==> config.mk <==
export PLATFORM = sky130hd
export DESIGN_NAME = cic_dec_ctrl
export DESIGN_NICKNAME = d
export VERILOG_FILES = /design/src/rtl/cic_dec_ctrl.sv
export SDC_FILE = /design/constraint.sdc
export NUM_CORES = 1
export LEC_CHECK = 0
export ABC_CLOCK_PERIOD_IN_PS = 1700
export CAP_MARGIN = 20
export CORE_MARGIN = 2
export CORE_UTILIZATION = 46
export CTS_BUF_LIST = sky130_fd_sc_hd__clkbuf_16
export CTS_CLUSTER_SIZE = 16
export DETAILED_ROUTE_END_ITERATION = 16
export PLACE_DENSITY_LB_ADDON = 0.25
export SLEW_MARGIN = 15
export SYNTH_ARGS = -nofsm -noshare
export SYNTH_HDL_FRONTEND = slang
export SYNTH_SLANG_ARGS = --single-unit
==> constraint.sdc <==
create_clock -name clk -period 1.7 [get_ports clk]
set_input_delay 0.51 -clock clk [delete_from_list [all_inputs] [get_ports clk]]
set_output_delay 0.51 -clock clk [all_outputs]
set_load 0.05 [all_outputs]
==> src/rtl/cic_dec_ctrl.sv <==
// CIC decimator controller: holds the decimation ratio, runs flush/warm-up sequencing and emits the comb strobe.
// Defining CIC_CTRL_GAIN_EN adds a registered gain_shift (bit growth) output.
module cic_dec_ctrl #(
  parameter int N_ORDER   = 3,
  parameter int DELAY     = 4,
  parameter int R_MAX     = 16,
  parameter int R_DEF     = 4,
  parameter int RW        = 5,
  parameter int FLUSH_CYC = 2
) (
  input  logic          clk,
  input  logic          rst,
  input  logic          cfg_wr,
  input  logic [RW-1:0] cfg_ratio,
  input  logic          enable,
  input  logic          in_valid,
  output logic          cfg_ack,
  output logic          err_ratio,
  output logic          clear_o,
  output logic          dec_stb,
  output logic          out_valid,
  output logic          busy,
  output logic [RW-1:0] ratio_q,
  output logic [1:0]    state_o
`ifdef CIC_CTRL_GAIN_EN
  ,
  output logic [5:0]    gain_shift
`endif
);

  localparam logic [1:0] S_IDLE   = 2'd0;
  localparam logic [1:0] S_FLUSH  = 2'd1;
  localparam logic [1:0] S_WARMUP = 2'd2;
  localparam logic [1:0] S_RUN    = 2'd3;

  localparam int WARM_N = N_ORDER * DELAY;
  localparam int FW     = $clog2(FLUSH_CYC + 1);
  localparam int WW     = $clog2(WARM_N + 1);

  logic [1:0]    state, state_nx;
  logic [RW-1:0] phase;
  logic [FW-1:0] flush_cnt;
  logic [WW-1:0] warm_cnt;
  logic          cfg_legal, restart, counting, wrap;

  assign cfg_legal = cfg_wr && (cfg_ratio >= RW'(2)) && (cfg_ratio <= RW'(R_MAX));
  // A legal ratio change while active re-flushes; enable=0 still wins the transition.
  assign restart   = enable && cfg_legal && (state != S_IDLE);
  assign counting  = (state == S_WARMUP) || (state == S_RUN);
  assign wrap      = counting && in_valid && (phase == ratio_q - RW'(1));

  always_comb begin
    state_nx = state;
    if (!enable) begin
      state_nx = S_IDLE;
    end else if (restart) begin
      state_nx = S_FLUSH;
    end else begin
      case (state)
        S_IDLE:   state_nx = S_FLUSH;
        S_FLUSH:  if (flush_cnt == FW'(FLUSH_CYC - 1)) state_nx = S_WARMUP;
        S_WARMUP: if (dec_stb && (warm_cnt == WW'(WARM_N - 1))) state_nx = S_RUN;
        default:  state_nx = state;
      endcase
    end
  end

  always_ff @(posedge clk or posedge rst) begin
    if (rst) begin
      state     <= S_IDLE;
      ratio_q   <= RW'(R_DEF);
      cfg_ack   <= 1'b0;
      err_ratio <= 1'b0;
      dec_stb   <= 1'b0;
      phase     <= '0;
      flush_cnt <= '0;
      warm_cnt  <= '0;
    end else begin
      state   <= state_nx;
      cfg_ack <= cfg_legal;
      if (cfg_legal) ratio_q <= cfg_ratio;
      if (cfg_wr && !cfg_legal) err_ratio <= 1'b1;

      // An interrupted phase never produces a strobe.
      dec_stb <= wrap && enable && !restart;

      if (!enable || restart || !counting) phase <= '0;
      else if (in_valid) phase <= wrap ? '0 : phase + RW'(1);

      if (state == S_FLUSH && state_nx == S_FLUSH && !restart) flush_cnt <= flush_cnt + FW'(1);
      else flush_cnt <= '0;

      if (state != S_WARMUP || state_nx != S_WARMUP) warm_cnt <= '0;
      else if (dec_stb) warm_cnt <= warm_cnt + WW'(1);
    end
  end

  assign state_o   = state;
  assign clear_o   = (state == S_FLUSH);
  assign busy      = (state == S_FLUSH) || (state == S_WARMUP);
  assign out_valid = dec_stb && (state == S_RUN);

`ifdef CIC_CTRL_GAIN_EN
  function automatic logic [5:0] bit_growth(input logic [RW-1:0] r);
    int prod;
    int lg;
    prod = int'(r) * DELAY;
    lg   = 0;
    for (int i = 0; i < 31; i++) begin
      if ((32'sd1 <<< i) < prod) lg = i + 1;
    end
    return 6'(N_ORDER * lg);
  endfunction

  always_ff @(posedge clk or posedge rst) begin
    if (rst) gain_shift <= bit_growth(RW'(R_DEF));
    else     gain_shift <= bit_growth(ratio_q);
  end
`endif

endmodule

==> results of run 1 <==
-- cell usage after synthesis, drive strengths merged, types with 2 or more instances --
cell / number
a21oi: 2
nand2: 6
o21ai: 2
nand2b: 3
nor3b: 2
nor4: 5
nand4: 4
nor2: 4
ha: 9
nor4b: 2
nor3: 5
dfrtp: 20
inv: 11
xnor2: 7
mux2i: 3
xor2: 7
mux2: 3
nand4b: 2
a21o: 2
-- cell type report --
| class | instances | area share [%] |
|---|---|---|
| inverter | 11 | 2.25 |
| clock inverter | 1 | 0.243 |
| clock buffer | 3 | 3.65 |
| tap | 30 | 1.82 |
| multi-input combinational | 81 | 40.2 |
| timing repair buffer | 46 | 26.0 |
| sequential | 21 | 25.8 |
-- critical path: cells and delay by family, from the launching register on --
family                     cells  cell delay (ns)
buffers and inverters          1             0.13
AOI/OAI and AO/OA              2             0.25
DFF                            1             0.46
adders and majority gates      1             0.18
and+or+nand+nor                2             0.62
-- routing by layer --
metal / GRT usage, % / wire (um) / up-vias
met3: 3.51 / 158 / 10
met5: 0 / 0 / -
met4: 9.76 / 113 / 0
li1: - / - / 507
met1: 22.5 / 1350 / 548
met2: 34.4 / 1900 / 41
-- final timing paths --
check	startpoint	endpoint	slack, ns	cells past startpoint
max reg2reg	state_o[1]	warm_cnt[3]	-0.05	6
min in group asynchronous	rst	warm_cnt[1]	0.61	3
max in group asynchronous	rst	ratio_q[2]	0.82	3
min	flush_cnt[0]	flush_cnt[0]	0.45	1
min reg2reg	flush_cnt[0]	flush_cnt[0]	0.45	1
max	state_o[1]	warm_cnt[3]	-0.05	6
-- kinds of logic (layout without fill, tap and decap cells) --
group,count (synthesis),count (layout),synth area share (%)
adders and majority gates,9,9,9.26
and+or+nand+nor,39,39,20.5
buffers and inverters,12,61,3.70
xor gates and xnor gates,14,14,10.1
muxes,6,6,5.56
AOI/OAI and AO/OA,13,13,7.61
DFF,21,21,43.3
-- state kept, by name, indices dropped and copies added, names as in the netlist --
name       flops
ratio_q        5
flush_cnt      2
err_ratio      1
dec_stb        1
warm_cnt       4
phase          5
state_o        2
cfg_ack        1
-- power breakdown --
group | leakage (uW) | switching [uW] | internal, uW
Clock | 0.0000409 | 179 | 316
Combinational | 0.000590 | 354 | 341
Sequential | 0.000269 | 52.5 | 538
Total | 0.000899 | 585 | 1190
-- metrics by stage --
step                      cell area (um^2)  setup TNS [ns]  util, %  instances
after floorplan                       1270          -0.284        -        114
after global placement                1750           -7.26     69.9        177
after detailed placement              1750           -8.52     69.9        177
after CTS                             1910        -0.00419     76.6        185
after global routing                  2060          -0.655     82.4        193
final                                 2060          -0.132     82.4        193
-- what timing repair did --
action,CTS,global route
hold endpoints to repair,0,0
endpoints found under the setup margin,20,17
buffers inserted,4,8
pin swaps,3,5
resized for setup,17,17
==> results.cfg, run 1 <==
[sta]
fin_crit_sh_pct = 103
slew_violations = 0
hold_violations = 0
min_period_ns = 1.75
whs_ns = 0.449
maxSlewHeadroom_pct = 77.5
finalWorstSetupSlack_ns = -0.0515
setup_viol = 6
tightest_slew_ns = 0.335
rsz0062_at_grt = true
fmax_mhz = 571
skew_ns = 0.00122

[synthesis]
synth_edf_count = 0
yosys.area.top_type_share_pct = 41.2
ys_types = 38
synth_largest_area_cell = dfrtp_1
synth.net_count = 133
ys_warn_count = 0
ys_seq_area_share_pct = 43.3
synth_seq_cells = 21
syn_inst = 114
syn_area_per_cell_um2 = 10.7
synthFlopType = dfrtp_1
syn-cell-area_um2 = 1220
synth_area_leaders = dfrtp_1, ha_1, xnor2_1, xor2_1, inv_1
async_reset_ff_share_pct = 100

[floorplanning]
die_x_um = 55.4
io_pins = 23
die-area_um2 = 3070
placementRows = 18
fp.dieH_um = 55.4
start_util_pct = 48.6
core_um2 = 2500

[global_route]
grt_pass1_vias = 1056
grt_max_degree = 22
grt_pass1_wl_mm = 4.75
grt_overflow_total = 0
grt_antenna_before_repair = 0
track_usage_pct = 19.5

[worst_setup_path]
slowest_stage = dfrtp_2
arrival_ns = 1.90
cp_max_fo = 6
critPathKind = reg2reg
startpoint_type = flip-flop
cp-end-kind = flip-flop
cp.required_ns = 1.85
cpPeakStageDelay_ns = 0.46
crit_chain = ha_4 > buf_6 > o22a_1 > o2bb2ai_2 > or3b_4 > nor4_2

[detailed_routing]
antenna_left = 0
first_pass_iters = 4
viasPerCell = 5.73
wl_per_cell_um = 18.2
detail_route.wirelength_mm = 3.51
post-route-drc-count = 0
vias = 1106
drt_iter0_drc = 21

[run_status]
status = finished with violations
violations = setup timing

[clocking]
clk_path_buf_depth = 2
holdBufCountCts = 0
cts.clk_slew.worst_paths_ns = 0.06
cts_root_buffer = clkbuf_16
cts_tree = yes
numCtsBuffers = 3
cts_htree_levels = 1
clk_latency_ns = 0.25
clock-sinks = 21

[layout]
final_cell_mix = buf_4, dfrtp_1, buf_12
seqCellArea_um2 = 532
drive_gt1_share_pct = 48.5
multi_input_area_um2 = 828
nFillCells = 133
nNetsFinal = 183
n_antenna_cell = 0
area_growth_pct = 69.3
final_common_cell = buf_4

[job]
maxCapViolCount = 0

[power]
leakagePower_uw = 0.000899
p_per_area_nw_per_um2 = 864
ir_drop_uv = 1120
fin_total_pwr_uw = 1780

[place]
gp_congestion = 0.787
dp_hpwl_mm = 2.06
place.port_buffers = 22
pre_cts_ws_ns = -0.614

[min_path]
hp-class = reg2reg
(Power assumes the default switching activity.)
==> inputs of run 2 (changes only) <==
CELL_PAD_IN_SITES_DETAIL_PLACEMENT = 0   (was unset)
CELL_PAD_IN_SITES_GLOBAL_PLACEMENT = 1   (was unset)
CORE_UTILIZATION = 36   (was 46)
==> run 2 against run 1 <==
  * The run still ends with setup timing left
  * Clock-buffer cell count is the same
  * Flip-flop and latch count is the same
  * Via count shrank 7.2%
  * Critical path type is now reg2out
==> results.cfg, run 2 (synthesis gave the netlist of run 1 again) <==
[min_path]
hold_depth = 1
hp-class = reg2reg
hold_start = flush_cnt[0]
hold_path_end = flush_cnt[0]

[worst_setup_path]
r2r_start = state_o[0]
r2r_end = warm_cnt[0]
regToRegSetupSlack_ns = 0.02
r2r_cells = 6
cp.required_ns = 1.19
cp_max_fo = 5
critPathKind = reg2out
startpoint_type = flip-flop
arrival_ns = 1.20
cp-end-kind = output port

[floorplanning]
io_pins = 23
core_um2 = 3280
die-area_um2 = 3860
die_x_um = 62.1
fp.dieH_um = 62.1
start_util_pct = 37.0
placementRows = 21

[run_status]
status = finished with violations
violations = setup timing

[layout]
final_common_cell = buf_4
top_regs = phase (5), ratio_q (5), warm_cnt (4)
finalInstanceArea_um2 = 2120
nNetsFinal = 186
final_cell_mix = buf_4, dfrtp_1, buf_12
final-instance-count-excl-fill = 212
n_antenna_cell = 0
area_growth_pct = 74.2
drive_gt1_share_pct = 53.6

[power]
p_per_area_nw_per_um2 = 846
ir_drop_uv = 475
leakagePower_uw = 0.000923
fin_total_pwr_uw = 1790

[sta]
fin_crit_sh_pct = 100
tightest_slew_ns = 0.304
setup_viol = 1
rsz0062_at_grt = true
fmax_mhz = 586
finalWorstSetupSlack_ns = -0.00581
maxSlewHeadroom_pct = 79.7
slew_violations = 0
hold_violations = 0
min_period_ns = 1.71
skew_ns = 0.00376
whs_ns = 0.466

[clocking]
cts_tree = yes
cts_htree_levels = 1
numCtsBuffers = 3
cts.clk_slew.worst_paths_ns = 0.06
clk_path_buf_depth = 2
clk_latency_ns = 0.26
cts_root_buffer = clkbuf_16
holdBufCountCts = 0
clock-sinks = 21

[global_route]
grt_max_degree = 22
grt_antenna_before_repair = 0
grt_overflow_total = 0
grt_pass1_wl_mm = 5.06
track_usage_pct = 16.6
grt_pass1_vias = 1110

[place]
gp_congestion = 0.788
postPlaceCellArea_um2 = 1780
place_inst = 195
place.port_buffers = 22
dp_hpwl_mm = 1.94

[detailed_routing]
post-route-drc-count = 0
vias = 1026
first_pass_iters = 3
detail_route.wirelength_mm = 3.02
viasPerCell = 4.84
wl_per_cell_um = 14.2
drt_iter0_drc = 25
antenna_left = 0

[job]
maxCapViolCount = 0
## run 2: repair_timing
item,CTS,global route
pin swaps,9,9
resized for setup,23,24
setup endpoints to repair,20,19
buffers inserted,9,5
## run 2: final cells by class
class,count,area [um^2]
Sequential cell,21,532
Multi-Input combinational cell,81,851
Fill cell,258,1170
Timing Repair Buffer,49,552
Clock buffer,3,75.1
Tap cell,46,57.6
Inverter,11,46.3
Clock inverter,1,5.00
## run 2: worst max path at each step
stage | slack [ns] | from | depth (start not counted) | to
floorplan | -0.07 | state_o[1] | 6 | warm_cnt[0]
global placement | -0.48 | cfg_ratio[3] | 5 | warm_cnt[3]
detailed placement | -0.56 | cfg_ratio[3] | 5 | warm_cnt[0]
CTS | -0.03 | state_o[1] | 6 | warm_cnt[1]
global route | -0.06 | state_o[0] | 6 | warm_cnt[0]
finish | -0.006 | state_o[0] | 3 | busy
## run 2: metal layers
layer	up-vias	global-route usage, %	wire, um
met5	-	0	0
met4	0	8.33	64
met3	5	3.26	123
met2	21	29.1	1560
met1	492	19.2	1270
li1	508	-	-
## run 2: metrics by stage
| stage | TNS (ns) | util, % | setup slack (ns) |
|---|---|---|---|
| 4_1_cts | -0.0407 | 60.2 | -0.0307 |
| 2_1_floorplan | -0.284 | - | -0.0710 |
| 3_5_place_dp | -8.33 | 54.2 | -0.563 |
| 5_1_grt | -0.312 | 64.5 | -0.0599 |
| 3_3_place_gp | -7.56 | 54.2 | -0.478 |
| 6_report | -0.00581 | 64.5 | -0.00581 |
## run 2: critical path, cell delays in order (launching register included)
cell	delay, ns
dfrtp_2	0.45
inv_4	0.12
ha_4	0.22
buf_12	0.14
## run 2: power breakdown
group | internal [uW] | switching (uW)
clock | 316 | 185
combinational | 358 | 352
sequential | 538 | 42.6
==> inputs of run 3 (changes only) <==
CTS_CLUSTER_SIZE = 24   (was 16)
==> results of run 3 <==
Same layout as run 2: the final DEF is identical, and so are final timing and power.
